### config.mk
export PLATFORM = sky130hd
export DESIGN_NAME = oldland_memarb
export DESIGN_NICKNAME = d
export VERILOG_FILES = /design/src/rtl/oldland_memarb.sv
export SDC_FILE = /design/constraint.sdc
export NUM_CORES = 1
export LEC_CHECK = 0
export CAP_MARGIN = 10
export CORE_UTILIZATION = 36
export CTS_CLUSTER_DIAMETER = 60
export DETAILED_ROUTE_END_ITERATION = 7
export PLACE_DENSITY = 0.81
export SLEW_MARGIN = 0
export SYNTH_ARGS = -nofsm -noshare
export SYNTH_HDL_FRONTEND = slang
export SYNTH_SLANG_ARGS = --single-unit
### constraint.sdc
create_clock -name clk -period 2.8 [get_ports clk]
set_input_delay 0.28 -clock clk [delete_from_list [all_inputs] [get_ports clk]]
set_output_delay 0.28 -clock clk [all_outputs]
set_load 0.005 [all_outputs]
### src/rtl/oldland_memarb.sv
// Two-master (fetch/data) round-robin arbiter onto a single memory bus.
// Define OLDLAND_MEMARB_TIMEOUT_EN to abort transactions that never see m_ack.
module oldland_memarb #(
    parameter int unsigned TIMEOUT_CYCLES = 256
) (
    input  logic        clk,
    input  logic        rst,
    input  logic        i_access,
    input  logic [31:0] i_addr,
    output logic [31:0] i_data,
    output logic        i_ack,
    input  logic        d_access,
    input  logic [31:0] d_addr,
    input  logic        d_wr_en,
    input  logic [1:0]  d_width,
    input  logic [31:0] d_wr_val,
    output logic [31:0] d_data,
    output logic        d_ack,
    output logic        d_error,
    output logic        m_access,
    output logic [31:0] m_addr,
    output logic        m_wr_en,
    output logic [1:0]  m_width,
    output logic [31:0] m_wr_val,
    input  logic [31:0] m_data,
    input  logic        m_ack
);

    localparam int unsigned CNT_W = 16;

    typedef enum logic [1:0] {
        ST_IDLE  = 2'd0,
        ST_FETCH = 2'd1,
        ST_DATA  = 2'd2
    } state_t;

    state_t      state_q, state_d;
    logic        last_data_q, last_data_d;
    logic        m_access_q, m_access_d;
    logic [31:0] m_addr_q, m_addr_d;
    logic        m_wr_en_q, m_wr_en_d;
    logic [1:0]  m_width_q, m_width_d;
    logic [31:0] m_wr_val_q, m_wr_val_d;
    logic        busy_c, timeout_c, grant_fetch_c, grant_data_c;

    assign busy_c        = (state_q != ST_IDLE);
    assign grant_fetch_c = (state_q == ST_IDLE) && (state_d == ST_FETCH);
    assign grant_data_c  = (state_q == ST_IDLE) && (state_d == ST_DATA);

`ifdef OLDLAND_MEMARB_TIMEOUT_EN
    logic [CNT_W-1:0] tmo_cnt_q, tmo_cnt_d;

    always_comb begin
        tmo_cnt_d = tmo_cnt_q;
        if (grant_fetch_c || grant_data_c)
            tmo_cnt_d = '0;
        else if (busy_c && !m_ack)
            tmo_cnt_d = tmo_cnt_q + CNT_W'(1);
    end

    always_ff @(posedge clk or posedge rst) begin
        if (rst) tmo_cnt_q <= '0;
        else     tmo_cnt_q <= tmo_cnt_d;
    end

    // A coincident m_ack wins: the transaction completes normally.
    assign timeout_c = busy_c && !m_ack && (tmo_cnt_q == CNT_W'(TIMEOUT_CYCLES - 1));
`else
    // TIMEOUT_CYCLES is at least 2, so this is constant 0: no aborts in this build.
    assign timeout_c = (TIMEOUT_CYCLES == 0);
`endif

    // State register
    always_ff @(posedge clk or posedge rst) begin
        if (rst) state_q <= ST_IDLE;
        else     state_q <= state_d;
    end

    // Next state: round-robin on contention, no regrant in the completion cycle
    always_comb begin
        state_d = state_q;
        case (state_q)
            ST_IDLE: begin
                if (i_access && d_access)
                    state_d = last_data_q ? ST_FETCH : ST_DATA;
                else if (i_access)
                    state_d = ST_FETCH;
                else if (d_access)
                    state_d = ST_DATA;
            end
            ST_FETCH, ST_DATA: begin
                if (m_ack || timeout_c)
                    state_d = ST_IDLE;
            end
            default: state_d = ST_IDLE;
        endcase
    end

    // Outputs: owner sees m_ack/m_data for one cycle, data zero otherwise
    always_comb begin
        i_ack   = 1'b0;
        i_data  = 32'h0;
        d_ack   = 1'b0;
        d_data  = 32'h0;
        d_error = 1'b0;
        if (state_q == ST_FETCH) begin
            i_ack  = m_ack || timeout_c;
            i_data = m_ack ? m_data : 32'h0;
        end else if (state_q == ST_DATA) begin
            d_ack   = m_ack || timeout_c;
            d_data  = m_ack ? m_data : 32'h0;
            d_error = timeout_c;
        end
    end

    // Bus request registers: captured on the grant edge only
    always_comb begin
        last_data_d = last_data_q;
        m_access_d  = m_access_q;
        m_addr_d    = m_addr_q;
        m_wr_en_d   = m_wr_en_q;
        m_width_d   = m_width_q;
        m_wr_val_d  = m_wr_val_q;
        if (grant_fetch_c) begin
            last_data_d = 1'b0;
            m_access_d  = 1'b1;
            m_addr_d    = i_addr;
            m_wr_en_d   = 1'b0;
            m_width_d   = 2'b10;
            m_wr_val_d  = 32'h0;
        end else if (grant_data_c) begin
            last_data_d = 1'b1;
            m_access_d  = 1'b1;
            m_addr_d    = d_addr;
            m_wr_en_d   = d_wr_en;
            m_width_d   = d_width;
            m_wr_val_d  = d_wr_val;
        end else if (busy_c && (m_ack || timeout_c)) begin
            m_access_d  = 1'b0;
        end
    end

    always_ff @(posedge clk or posedge rst) begin
        if (rst) begin
            last_data_q <= 1'b0;
            m_access_q  <= 1'b0;
            m_addr_q    <= 32'h0;
            m_wr_en_q   <= 1'b0;
            m_width_q   <= 2'b00;
            m_wr_val_q  <= 32'h0;
        end else begin
            last_data_q <= last_data_d;
            m_access_q  <= m_access_d;
            m_addr_q    <= m_addr_d;
            m_wr_en_q   <= m_wr_en_d;
            m_width_q   <= m_width_d;
            m_wr_val_q  <= m_wr_val_d;
        end
    end

    assign m_access = m_access_q;
    assign m_addr   = m_addr_q;
    assign m_wr_en  = m_wr_en_q;
    assign m_width  = m_width_q;
    assign m_wr_val = m_wr_val_q;

endmodule

==> reports/summary.txt <==
non-filler cells, final -> 812
synthesized area per cell -> 9.415 um^2
first-pass GRT wire length -> 22,910 um
Clock Latency Late Sink -> 0.34 ns
crit end category -> output pin
post-CTS setup buffer count -> 0
n_diodes -> 0
crit path kind -> register to output pin
status -> finished clean
Clock H-tree levels -> 3
clock slew at reported path FFs -> 0.08 ns
CTS root buf -> clkbuf_8
reg2reg setup slack -> 0.42 ns
CP max FO -> 33
Final period util -> 87.81%
Post-synth EDFFs -> 0
Final Hold Fails -> 0
Max Transition Viols Final -> 0
layout cells sized above 1 -> 6.101%
drt pass-1 iters -> 8
drt first-iter violations -> 357
Adder-Cell Fraction of Synth Area -> 1.257%
largest family of logic cells by synthesized area -> compound AO/OA/AOI/OAI gates
ANT nets after route -> 0
Setup Viol. Count Final -> 0
Area after DPL -> 6758 um^2
drt total wl -> 14,840 um
die height -> 107.2 um
Layout area overhead -> 74.65%
GRT Total Usage -> 25.52%
routability cong. -> 0.8227
post-route cell area -> 6955 um^2
Final Skew -> 0.007154 ns
Worst Setup Slack, final -> 0.3412 ns
Crit path arrival time -> 2.18 ns
Synth Flop Type -> dfrtp_1
Slew Limit Headroom -> 49.71%
drc violations -> 0
antenna violations before repair -> 0
post-synthesis compound-gate area fraction -> 30.95%
final net count -> 807
Cell Rows -> 38
CTS tree -> built
most area-consuming cells after synthesis -> dfrtp_1, o21ai_0, o2bb2ai_1
# IOs -> 271
vias per inst -> 5.544
Synth Area in XOR/XNOR -> 0%
total vias in the final route -> 4,502
VDD IR max -> 457.3 uV
register area share after synthesis -> 44.61%
Final TNS setup -> 0 ns
synth warn -> 0
#FFs+latches synth -> 71
clk buf depth -> 2
initial core utilization -> 36.90%
Yosys top cell by area -> dfrtp_1
die area -> 11,490 um^2
syn_nets -> 563
DP Worst Slack -> 0.3742 ns
Sink Count -> 71
Post-synth ARST share -> 100.0%
number of max-cap violations -> 0
Fmax achieved -> 406.7 MHz
Worst setup SP type -> register
vias in the first global route -> 4,320
pwr dens -> 865.4 nW/um^2
RSZ-0062 raised after global routing -> false
CTS Buf Count -> 9
post-CTS sizing -> 0
mux contribution to synthesized area -> 0%
largest net degree at the start of global routing -> 42
Mapped Area -> 3983 um^2
routed length per instance -> 18.28 um
Post-Syn Instances -> 423
CP required -> 2.52 ns
Die X-Extent -> 107.2 um
Pleak -> 2.717 nW
placed cells -> 796
min cycle time layout -> 2.459 ns
count of different cell masters after synthesis -> 30
Synth top area share -> 44.61%
type of the worst min-delay path -> input pin to asynchronous set/reset pin
grt total ovfl -> 0
Post-DP HPWL -> 10,830 um
slew at the pin closest to its max-slew limit -> 0.7514 ns
# port buffers -> 269
Core ar. -> 10,790 um^2
simple-gate portion of the synthesized area -> 16.59%
Post-CTS Hold Buffers -> 0
report_power, final:
group          internal (mW)  leakage (nW)  switching, mW  total (mW)
Combinational           1.76          1.74           1.62        3.38
Clock                  0.436        0.0997          0.391       0.827
Sequential              1.52         0.874          0.289        1.81
worst paths after layout:
check / from / endpoint / depth (start not counted)
hold / removal: rst / m_wr_val[17] / 3
min in group clk: d_wr_val[11] / m_wr_val[11] / 2
setup / recovery: state_q[0] / d_data[17] / 7
hold reg to reg: m_access / m_access / 1
setup reg to reg: state_q[0] / m_addr[2] / 7
max in group asynchronous: rst / m_addr[13] / 3
placed cells by master, fill, tap and decap left out, types with 4 or more instances in the layout:
cell,count
a2111oi_0,32
a31oi_1,33
and2_1,33
and3_1,32
buf_4,18
clkbuf_8,10
clkdlybuf4s50_1,269
dfrtp_1,71
ha_1,4
nand2b_1,5
nand3_1,34
o21ai_0,67
o2bb2ai_1,34
flip-flops by register name, indices dropped and copies added, names as in the netlist:
signal	flops
m_wr_val	32
m_width	2
m_wr_en	1
m_addr	32
m_access	1
state_q	2
last_data_q	1
cell families (layout without fill, tap and decap cells):
| logic type | Yosys count | in the layout |
|---|---|---|
| flops | 71 | 71 |
| fa+ha+maj | 4 | 4 |
| simple gates | 111 | 111 |
| compound gates | 179 | 179 |
| other cells | 1 | 1 |
| buf+inv | 57 | 306 |
synthesized netlist by cell type, types with 2 or more instances:
cell,number
a2111oi_0,32
a211o_1,2
a21o_1,3
a21oi_1,2
a31oi_1,33
and2_1,33
and3_1,32
buf_2,9
buf_6,4
clkbuf_1,40
dfrtp_1,71
ha_1,4
inv_1,3
nand2_1,2
nand2b_1,5
nand3_1,34
nor2_1,2
o21ai_0,67
o2bb2ai_1,34
per-layer routing:
layer  share of wire [%]  GRT usage (%)  wire, um  vias to the layer above
li1                    -              -         -                     2102
met2                  49          42.17      7338                      237
met3                 8.9          6.869      1327                       14
met5                   0              0         0                        -
met1                  40          32.66      5989                     2149
met4                 1.2          7.339       184                        0
through the flow:
step	utilization [%]	hold slack (ns)	power, mW
4_1_cts	64.44	0.3244	6.066
3_5_place_dp	62.61	0.4820	5.202
2_1_floorplan	-	0.4041	3.407
5_1_grt	64.44	0.3630	6.461
3_3_place_gp	62.61	0.4783	5.086
6_report	64.44	0.3378	6.019
critical path, cell delays in order, from the launching register on:
cell             delay (ns)
dfrtp_1                0.47
inv_1                  0.12
ha_1                   0.15
nand2_1                0.05
nor2_1                 0.08
buf_4                  0.27
and2_1                 0.17
clkdlybuf4s50_1        0.52
layout make-up:
cell class / instances / area (um^2)
inverter: 3 / 11.26
sequential: 71 / 1777
tap: 140 / 175.2
multi-input combinational: 295 / 1967
timing repair buffer: 287 / 2828
clock inverter: 5 / 56.30
fill: 893 / 3837
clock buffer: 11 / 141.4
Note: power is estimated with default switching activity, not from simulation.
